$ cat src/rtl/flag_ctrl.sv
// Condition-code register {V,C,N,Z} with jump resolution, taken-jump flag clear
// and a LIFO shadow stack that saves/restores flags across nested interrupts.
module flag_ctrl #(
  parameter int CCR_WIDTH = 4,
  parameter int DEPTH     = 4,
  parameter int PTR_WIDTH = 3
) (
  input  logic                 clk,
  input  logic                 rst,
  input  logic                 stall,
  input  logic                 alu_flag_we,
  input  logic [CCR_WIDTH-1:0] alu_ccr,
  input  logic                 jmp_valid,
  input  logic [1:0]           jmp_cond,
  input  logic                 int_save,
  input  logic                 rti_restore,
  output logic [CCR_WIDTH-1:0] ccr,
  output logic                 jmp_taken,
  output logic [PTR_WIDTH-1:0] depth,
  output logic                 err_ovf,
  output logic                 err_udf,
  output logic                 err_col
);

  localparam int IW = (DEPTH > 1) ? $clog2(DEPTH) : 1;
  localparam logic [PTR_WIDTH-1:0] FULL = PTR_WIDTH'(DEPTH);

  typedef logic [CCR_WIDTH-1:0] ccr_t;

  ccr_t [DEPTH-1:0] stk;
  ccr_t             nf;
  logic             tbit;
  logic [IW-1:0]    wr_idx, rd_idx;
  logic             full, empty;

  assign wr_idx = depth[IW-1:0];
  assign rd_idx = IW'(depth - PTR_WIDTH'(1));
  assign full   = (depth == FULL);
  assign empty  = (depth == '0);

  // Resolution uses the registered flags only; no bypass from alu_ccr.
  always_comb begin
    tbit = 1'b0;
    case (jmp_cond)
      2'b01:   tbit = ccr[0];
      2'b10:   tbit = ccr[1];
      2'b11:   tbit = ccr[2];
      default: tbit = 1'b0;
    endcase
    jmp_taken = jmp_valid & tbit;
  end

  always_comb begin
    nf = alu_flag_we ? alu_ccr : ccr;
    if (jmp_taken) begin
      case (jmp_cond)
        2'b01:   nf[0] = 1'b0;
        2'b10:   nf[1] = 1'b0;
        2'b11:   nf[2] = 1'b0;
        default: ;
      endcase
    end
  end

  // Stack contents need no reset; depth alone defines what is valid.
  always_ff @(posedge clk) begin
    if (!rst && !stall && int_save && !rti_restore && !full)
      stk[wr_idx] <= nf;
  end

  always_ff @(posedge clk or posedge rst) begin
    if (rst) begin
      ccr     <= '0;
      depth   <= '0;
      err_ovf <= 1'b0;
      err_udf <= 1'b0;
      err_col <= 1'b0;
    end else if (!stall) begin
      if (int_save && rti_restore) begin
        err_col <= 1'b1;
        ccr     <= nf;
      end else if (rti_restore) begin
        if (!empty) begin
          ccr   <= stk[rd_idx];
          depth <= depth - PTR_WIDTH'(1);
        end else begin
          err_udf <= 1'b1;
          ccr     <= nf;
        end
      end else if (int_save) begin
        if (!full) depth <= depth + PTR_WIDTH'(1);
        else       err_ovf <= 1'b1;
        ccr <= nf;
      end else begin
        ccr <= nf;
      end
    end
  end

endmodule
$ cat config.mk
export PLATFORM = sky130hd
export DESIGN_NAME = flag_ctrl
export DESIGN_NICKNAME = d
export VERILOG_FILES = /design/src/rtl/flag_ctrl.sv
export SDC_FILE = /design/constraint.sdc
export NUM_CORES = 1
export LEC_CHECK = 0
export CORE_MARGIN = 2
export CORE_UTILIZATION = 47
export CTS_CLUSTER_SIZE = 14
export DETAILED_ROUTE_END_ITERATION = 7
export GPL_TIMING_DRIVEN = 1
export HOLD_SLACK_MARGIN = 0.15
export PLACE_DENSITY = 0.8
export SYNTH_ARGS = -nofsm -noshare
export SYNTH_HDL_FRONTEND = slang
export SYNTH_SLANG_ARGS = --single-unit
$ cat constraint.sdc
create_clock -name clk -period 2.15 [get_ports clk]
set_clock_uncertainty 0.05 [all_clocks]
set_input_delay 0.43 -clock clk [delete_from_list [all_inputs] [get_ports clk]]
set_output_delay 0.43 -clock clk [all_outputs]
set_load 0.02 [all_outputs]
Word-level counts from Yosys, hierarchy flattened --
Cells that the tools add are included. Widths: inputs -> output; s select.
Word-level totals: flip-flop bits (word level) 26, latch bits 0, bits in writable memories 0, memory bits (read-only) 0, bits of input ports 13, output and inout port bits 11, logic and storage cells 58, memories 0
Cells by class: $add $sub $neg 2, $mul 0, div/mod/pow operators 0, $lt $le $gt $ge 3, equal/unequal tests 6, shifts and indexed selects 0, muxes and demuxes 18, bitwise logic cells 4, reductions and logical operators 16
Operators by type and width (number):
- $mux 4 | 6
- $bwmux 16 | 1
- $mux 3 | 5
- $reduce_and 5->1 | 2
- $bmux 4 s2 | 1
- $demux 4 s2 | 1
- $logic_and 1x1->1 | 6
- $lt 2x3->1 const B | 2
- $eq 2x2->1 const B | 2
- $logic_not 1->1 | 4
- $ne 2x2->1 const B | 2
- $reduce_and 4->1 | 1
- $add 3x1->3 const B | 1
- $eq 3x3->1 const B | 1
- $logic_not 3->1 | 1
- $mux 1 | 3
- $not 1->1 | 3
- $pmux 1 s3 | 1
- $sub 3x1->3 const B | 1
- $eq 2x1->1 const B | 1
- $ge 2x1->1 const B | 1
- $reduce_and 2->1 | 1
- $reduce_bool 2->1 | 1
- $and 1x1->1 | 1

Longest topological paths before layout --
word-level depth 7, gate-level depth with buffers 7, gate-level depth less buffers 5

Worst setup path after synthesis --
OpenSTA, ideal clock, no wires.
path kind register to register, start register depth[0], end register stk[10] in the netlist's numbering, enable pin, library setup time 0.309 ns, data arrival time 1.833 ns, required time 1.791 ns, path slack -0.042 ns, cell stages (with the launch flop) 7, path buffers 2, clock period less this slack 2.192 ns, cell sequence dfrtp_1 -> buf_6 -> inv_1 -> ha_1 -> clkbuf_1 -> a2111oi_0 -> and2_1
On the way: word-level cells in the longest chain between the ends 3
RTL lines:
- from (decl) | line 19 | output logic [PTR_WIDTH-1:0] depth,
- from (signal assigned) | line 85 | depth <= depth - PTR_WIDTH'(1);
- from (signal assigned) | line 91 | if (!full) depth <= depth + PTR_WIDTH'(1);
- $eq 3x3->1 | line 38 | assign full = (depth == FULL);
- $logic_not 1->1
- $logic_and 1x1->1 | line 67 | if (!rst && !stall && int_save && !rti_restore && !full)
- to (signal, indexed assignment) | line 68 | stk[wr_idx] <= nf;
- to (decl) | line 30 | ccr_t [DEPTH-1:0] stk;
No other way between the ends. A chain may end at the register's enable or synchronous reset.

Worst setup path after layout --
start input port jmp_cond[1], end output port jmp_taken
On the way: word-level cells in the longest chain between the ends 3, elaborated cells between the ends (all ways) 5, classes of those cells eq/ne: 3; mux: 1; bitwise: 1
RTL lines:
- from (decl) | line 14 | input logic [1:0] jmp_cond,
- $eq 2x2->1 or $eq 2x1->1 (tied branches) | line 44 | case (jmp_cond)
- $pmux 1 s3 (*) | line 44
- $and 1x1->1 (*) | line 50 | jmp_taken = jmp_valid & tbit;
- to (decl) | line 18 | output logic jmp_taken,
Mark *: on every way between the ends. The rest lies on a longest branch, timed or not.

==> impl_metrics.xml <==
<?xml version="1.0" encoding="UTF-8"?>
<metrics>
  <group name="floorplan">
    <metric name="io_pins" unit="">24</metric>
    <metric name="fp-row-count" unit="">19</metric>
    <metric name="initial_utilization" unit="%">49.6</metric>
    <metric name="die_area" unit="mm2">0.00338</metric>
    <metric name="fp.coreArea" unit="mm2">0.00278</metric>
    <metric name="die_y" unit="um">58.2</metric>
    <metric name="die-width" unit="um">58.2</metric>
  </group>
  <group name="yosys">
    <metric name="synth_xor_area_share" unit="%">1.27</metric>
    <metric name="synth.yosys.seq_area_share" unit="%">53.0</metric>
    <metric name="post_synth_and_or_nand_nor_area_fraction" unit="%">13.9</metric>
    <metric name="post_synth_mux_area_share" unit="%">11.3</metric>
    <metric name="post-synth-top-area-cell" unit="">sky130_fd_sc_hd__edfxtp_1</metric>
    <metric name="syn_inst" unit="">104</metric>
    <metric name="yosys_top_cell_area_share" unit="%">34.8</metric>
    <metric name="synth-seq-cells" unit="">26</metric>
    <metric name="yosysUniqueCellTypes" unit="">41</metric>
    <metric name="ys.flop_type" unit="">sky130_fd_sc_hd__edfxtp_1</metric>
    <metric name="yosys_warnings" unit="">0</metric>
    <metric name="synth.top_cells.by_area" unit="">sky130_fd_sc_hd__edfxtp_1 35%, sky130_fd_sc_hd__dfrtp_1 18%, sky130_fd_sc_hd__mux4_2 4.9%</metric>
    <metric name="synth_edf_count" unit="">16</metric>
    <metric name="syn-cell-area" unit="mm2">0.00138</metric>
    <metric name="synth.net_count" unit="">122</metric>
    <metric name="synth_compound_gate_area_share" unit="%">11.8</metric>
    <metric name="dominant_combinational_cell_family_by_area_after_synthesis" unit="">simple AND/OR/NAND/NOR gates</metric>
    <metric name="synth-adder-area-share" unit="%">4.54</metric>
    <metric name="share_of_flip_flops_with_an_asynchronous_set_or_reset_after_synthesis" unit="%">38.5</metric>
    <metric name="synthTopCellsByCount" unit="">16 x sky130_fd_sc_hd__edfxtp_1, 10 x sky130_fd_sc_hd__dfrtp_1, 6 x sky130_fd_sc_hd__inv_1</metric>
    <metric name="synthesis.area_per_instance" unit="um2">13.3</metric>
    <metric name="synth_most_common_cell" unit="">sky130_fd_sc_hd__edfxtp_1</metric>
  </group>
  <group name="cells_and_area">
    <metric name="final_area" unit="mm2">0.00178</metric>
    <metric name="syn2layout_area_growth" unit="%">29.0</metric>
    <metric name="fin_nets" unit="">158</metric>
    <metric name="antenna-diode-count" unit="">0</metric>
    <metric name="final_layout_size_suffix_gt1_share" unit="%">20.1</metric>
  </group>
  <group name="clocking">
    <metric name="worst_setup_hold_path_clk_slew" unit="ns">0.14</metric>
    <metric name="clk_path_buf_depth" unit="">2</metric>
    <metric name="cts-buffers-inserted" unit="">3</metric>
    <metric name="ctsRootBufferMaster" unit="">sky130_fd_sc_hd__clkbuf_4</metric>
    <metric name="h-tree-depth" unit="">1</metric>
    <metric name="clk-insertion-delay-late" unit="ns">0.33</metric>
    <metric name="tritoncts" unit="">done</metric>
    <metric name="tritoncts_num_sinks" unit="">26</metric>
  </group>
  <group name="route">
    <metric name="drc" unit="">0</metric>
    <metric name="ant_nets" unit="">0</metric>
    <metric name="drt-total-wl" unit="um">3030</metric>
    <metric name="dr.first_iter.drc_count" unit="">41</metric>
    <metric name="viasPerCell" unit="">5.87</metric>
    <metric name="drt_pre_antenna_iters" unit="">4</metric>
    <metric name="dr_total_vias" unit="">998</metric>
    <metric name="drt-wirelength-per-cell" unit="um">17.8</metric>
  </group>
  <group name="run">
    <metric name="timing.max_cap.violations" unit="">0</metric>
  </group>
  <group name="placed_design">
    <metric name="detailed_place_hpwl" unit="um">2310</metric>
    <metric name="gpl.final_weighted_congestion" unit="">0.899</metric>
    <metric name="placed_area" unit="mm2">0.00173</metric>
    <metric name="port-buffer-count" unit="">23</metric>
    <metric name="dpl_worst_slack" unit="ns">-0.317</metric>
  </group>
  <group name="grt">
    <metric name="grt_start_max_net_pins" unit="">16</metric>
    <metric name="grt_antenna_before_repair" unit="">0</metric>
    <metric name="grt_pass1_wl" unit="um">4900</metric>
    <metric name="grt_resource_usage_total" unit="%">19.4</metric>
    <metric name="grt_pass1_vias" unit="">1043</metric>
    <metric name="globalRoute.totalOverflow" unit="">0</metric>
  </group>
  <group name="timing">
    <metric name="max_clock_freq" unit="MHz">495</metric>
    <metric name="drv_slew" unit="">0</metric>
    <metric name="setup_ws_final" unit="ns">0.130</metric>
    <metric name="fin_crit" unit="ns">2.02</metric>
    <metric name="final_period_util" unit="%">93.9</metric>
    <metric name="hold_viol" unit="">0</metric>
    <metric name="finalSetupViolations" unit="">0</metric>
    <metric name="max_slew_margin" unit="%">63.4</metric>
    <metric name="grt_setup_unrepaired" unit="">no</metric>
    <metric name="worst_pin_slew" unit="ns">0.546</metric>
  </group>
  <group name="critical_path">
    <metric name="crit_path_cell_trace" unit="">clkdlybuf4s50_1 &gt; mux2i_1 &gt; and2_1 &gt; clkdlybuf4s15_2</metric>
    <metric name="cp-start-kind" unit="">input pin</metric>
    <metric name="timing.critical_path.slowest_cell_delay" unit="ns">0.51</metric>
    <metric name="rr_endpoint" unit="">stk[6]</metric>
    <metric name="worstSetupPathType" unit="">in2out</metric>
    <metric name="worst_r2r_startpoint" unit="">depth[0]</metric>
    <metric name="slowest_stage" unit="">sky130_fd_sc_hd__clkdlybuf4s50_1</metric>
    <metric name="critPathMaxFanout" unit="">2</metric>
    <metric name="critPathArrivalTime" unit="ns">1.54</metric>
    <metric name="worstRegToRegCells" unit="">5</metric>
    <metric name="worst_setup_path_end_kind" unit="">output port</metric>
    <metric name="critical_path_required" unit="ns">1.67</metric>
    <metric name="r2r_slack" unit="ns">0.24</metric>
  </group>
  <group name="run_status">
    <metric name="result_of_the_run" unit="">finished, final reports clean</metric>
  </group>
  <group name="power_and_ir_drop">
    <metric name="pwr_density_cell" unit="mW/mm2">1070</metric>
    <metric name="leakagePower" unit="uW">0.000706</metric>
    <metric name="power.ir.vdd_worst" unit="mV">0.901</metric>
    <metric name="finalPower" unit="uW">1900</metric>
  </group>
  <group name="worst_hold_path">
    <metric name="hold_class" unit="">in2async</metric>
  </group>
</metrics>
==> power by group <==
part | switching [uW] | total, uW | internal, uW
Sequential | 51.0 | 670 | 619
Clock | 148 | 337 | 189
Combinational | 450 | 895 | 445
==> cells in the final DEF, fill, tap and decap left out, types with 2 or more instances in the layout <==
cell,count
sky130_fd_sc_hd__clkbuf_4,3
sky130_fd_sc_hd__buf_4,15
sky130_fd_sc_hd__a21oi_1,2
sky130_fd_sc_hd__o31ai_1,2
sky130_fd_sc_hd__inv_1,6
sky130_fd_sc_hd__nand2b_1,4
sky130_fd_sc_hd__a221o_1,3
sky130_fd_sc_hd__nor2_1,2
sky130_fd_sc_hd__edfxtp_1,16
sky130_fd_sc_hd__clkdlybuf4s50_1,21
sky130_fd_sc_hd__mux4_2,3
sky130_fd_sc_hd__nor4b_1,2
sky130_fd_sc_hd__nor2b_1,3
sky130_fd_sc_hd__o21ai_0,2
sky130_fd_sc_hd__nor4bb_1,2
sky130_fd_sc_hd__and2_1,4
sky130_fd_sc_hd__mux2i_1,5
sky130_fd_sc_hd__and4_4,2
sky130_fd_sc_hd__nand2_1,2
sky130_fd_sc_hd__a41oi_1,2
sky130_fd_sc_hd__ha_1,5
sky130_fd_sc_hd__a31oi_1,2
sky130_fd_sc_hd__dfrtp_1,9
==> sequential cells by signal (all words and copies together), names as in the netlist <==
register  count
err_col       1
depth         3
ccr           4
err_udf       1
err_ovf       1
stk          16
==> cells by family (layout without fill, tap and decap cells) <==
logic type,count (synthesis),in the layout
flops,26,26
simple gates,27,27
fa+ha+maj,5,5
compound gates,21,21
mux,10,10
xor+xnor,2,2
buf+inv,13,48
==> critical path, delay by kind of cell <==
kind,cells,cell delay (ns)
buffers and inverters,2,0.76
multiplexers,1,0.20
AND/OR/NAND/NOR,1,0.14
==> routing by layer <==
metal,up-vias,GRT usage [%],share of wire [%]
met3,4,2.23,4.1
met2,27,34.6,52
met1,489,25.3,43
li1,478,-,-
met4,0,4.98,1.0
met5,-,0,0
==> through the flow <==
step	TNS (ns)	cells	hold WS [ns]	utilization, %
detailed placement	-1.33	166	0.397	62.1
global placement	-0.692	166	0.393	62.1
floorplan	0	104	0.220	-
CTS	0	170	0.411	64.0
global route	0	170	0.431	64.0
finish	0	170	0.390	64.0
==> final cells by class <==
cell class / instances / area (um2)
Clock inverter: 1 / 30.0
Inverter: 6 / 22.5
Fill cell: 205 / 1000
Clock buffer: 3 / 22.5
Sequential cell: 26 / 732
Timing Repair Buffer: 38 / 343
Tap cell: 31 / 38.8
Multi-Input combinational cell: 65 / 591
==> worst max-delay path by stage <==
| stage | from | endpoint | cells after the start |
|---|---|---|---|
| final | jmp_cond[1] | jmp_taken | 4 |
| after global routing | jmp_cond[1] | jmp_taken | 4 |
| after CTS | jmp_cond[1] | jmp_taken | 4 |
| after detailed placement | jmp_cond[0] | jmp_taken | 5 |
| after global placement | jmp_cond[0] | jmp_taken | 5 |
| after floorplan | depth[0] | stk[0] | 6 |
==> timing repair <==
action                     in CTS  in global routing
resized for setup               4                  0
hold endpoints to repair        0                  0
setup endpoints to repair       1                  0
buffers inserted                0                  0
hold buffers                    0                  0
No activity file was read; power rests on OpenSTA's default activity.
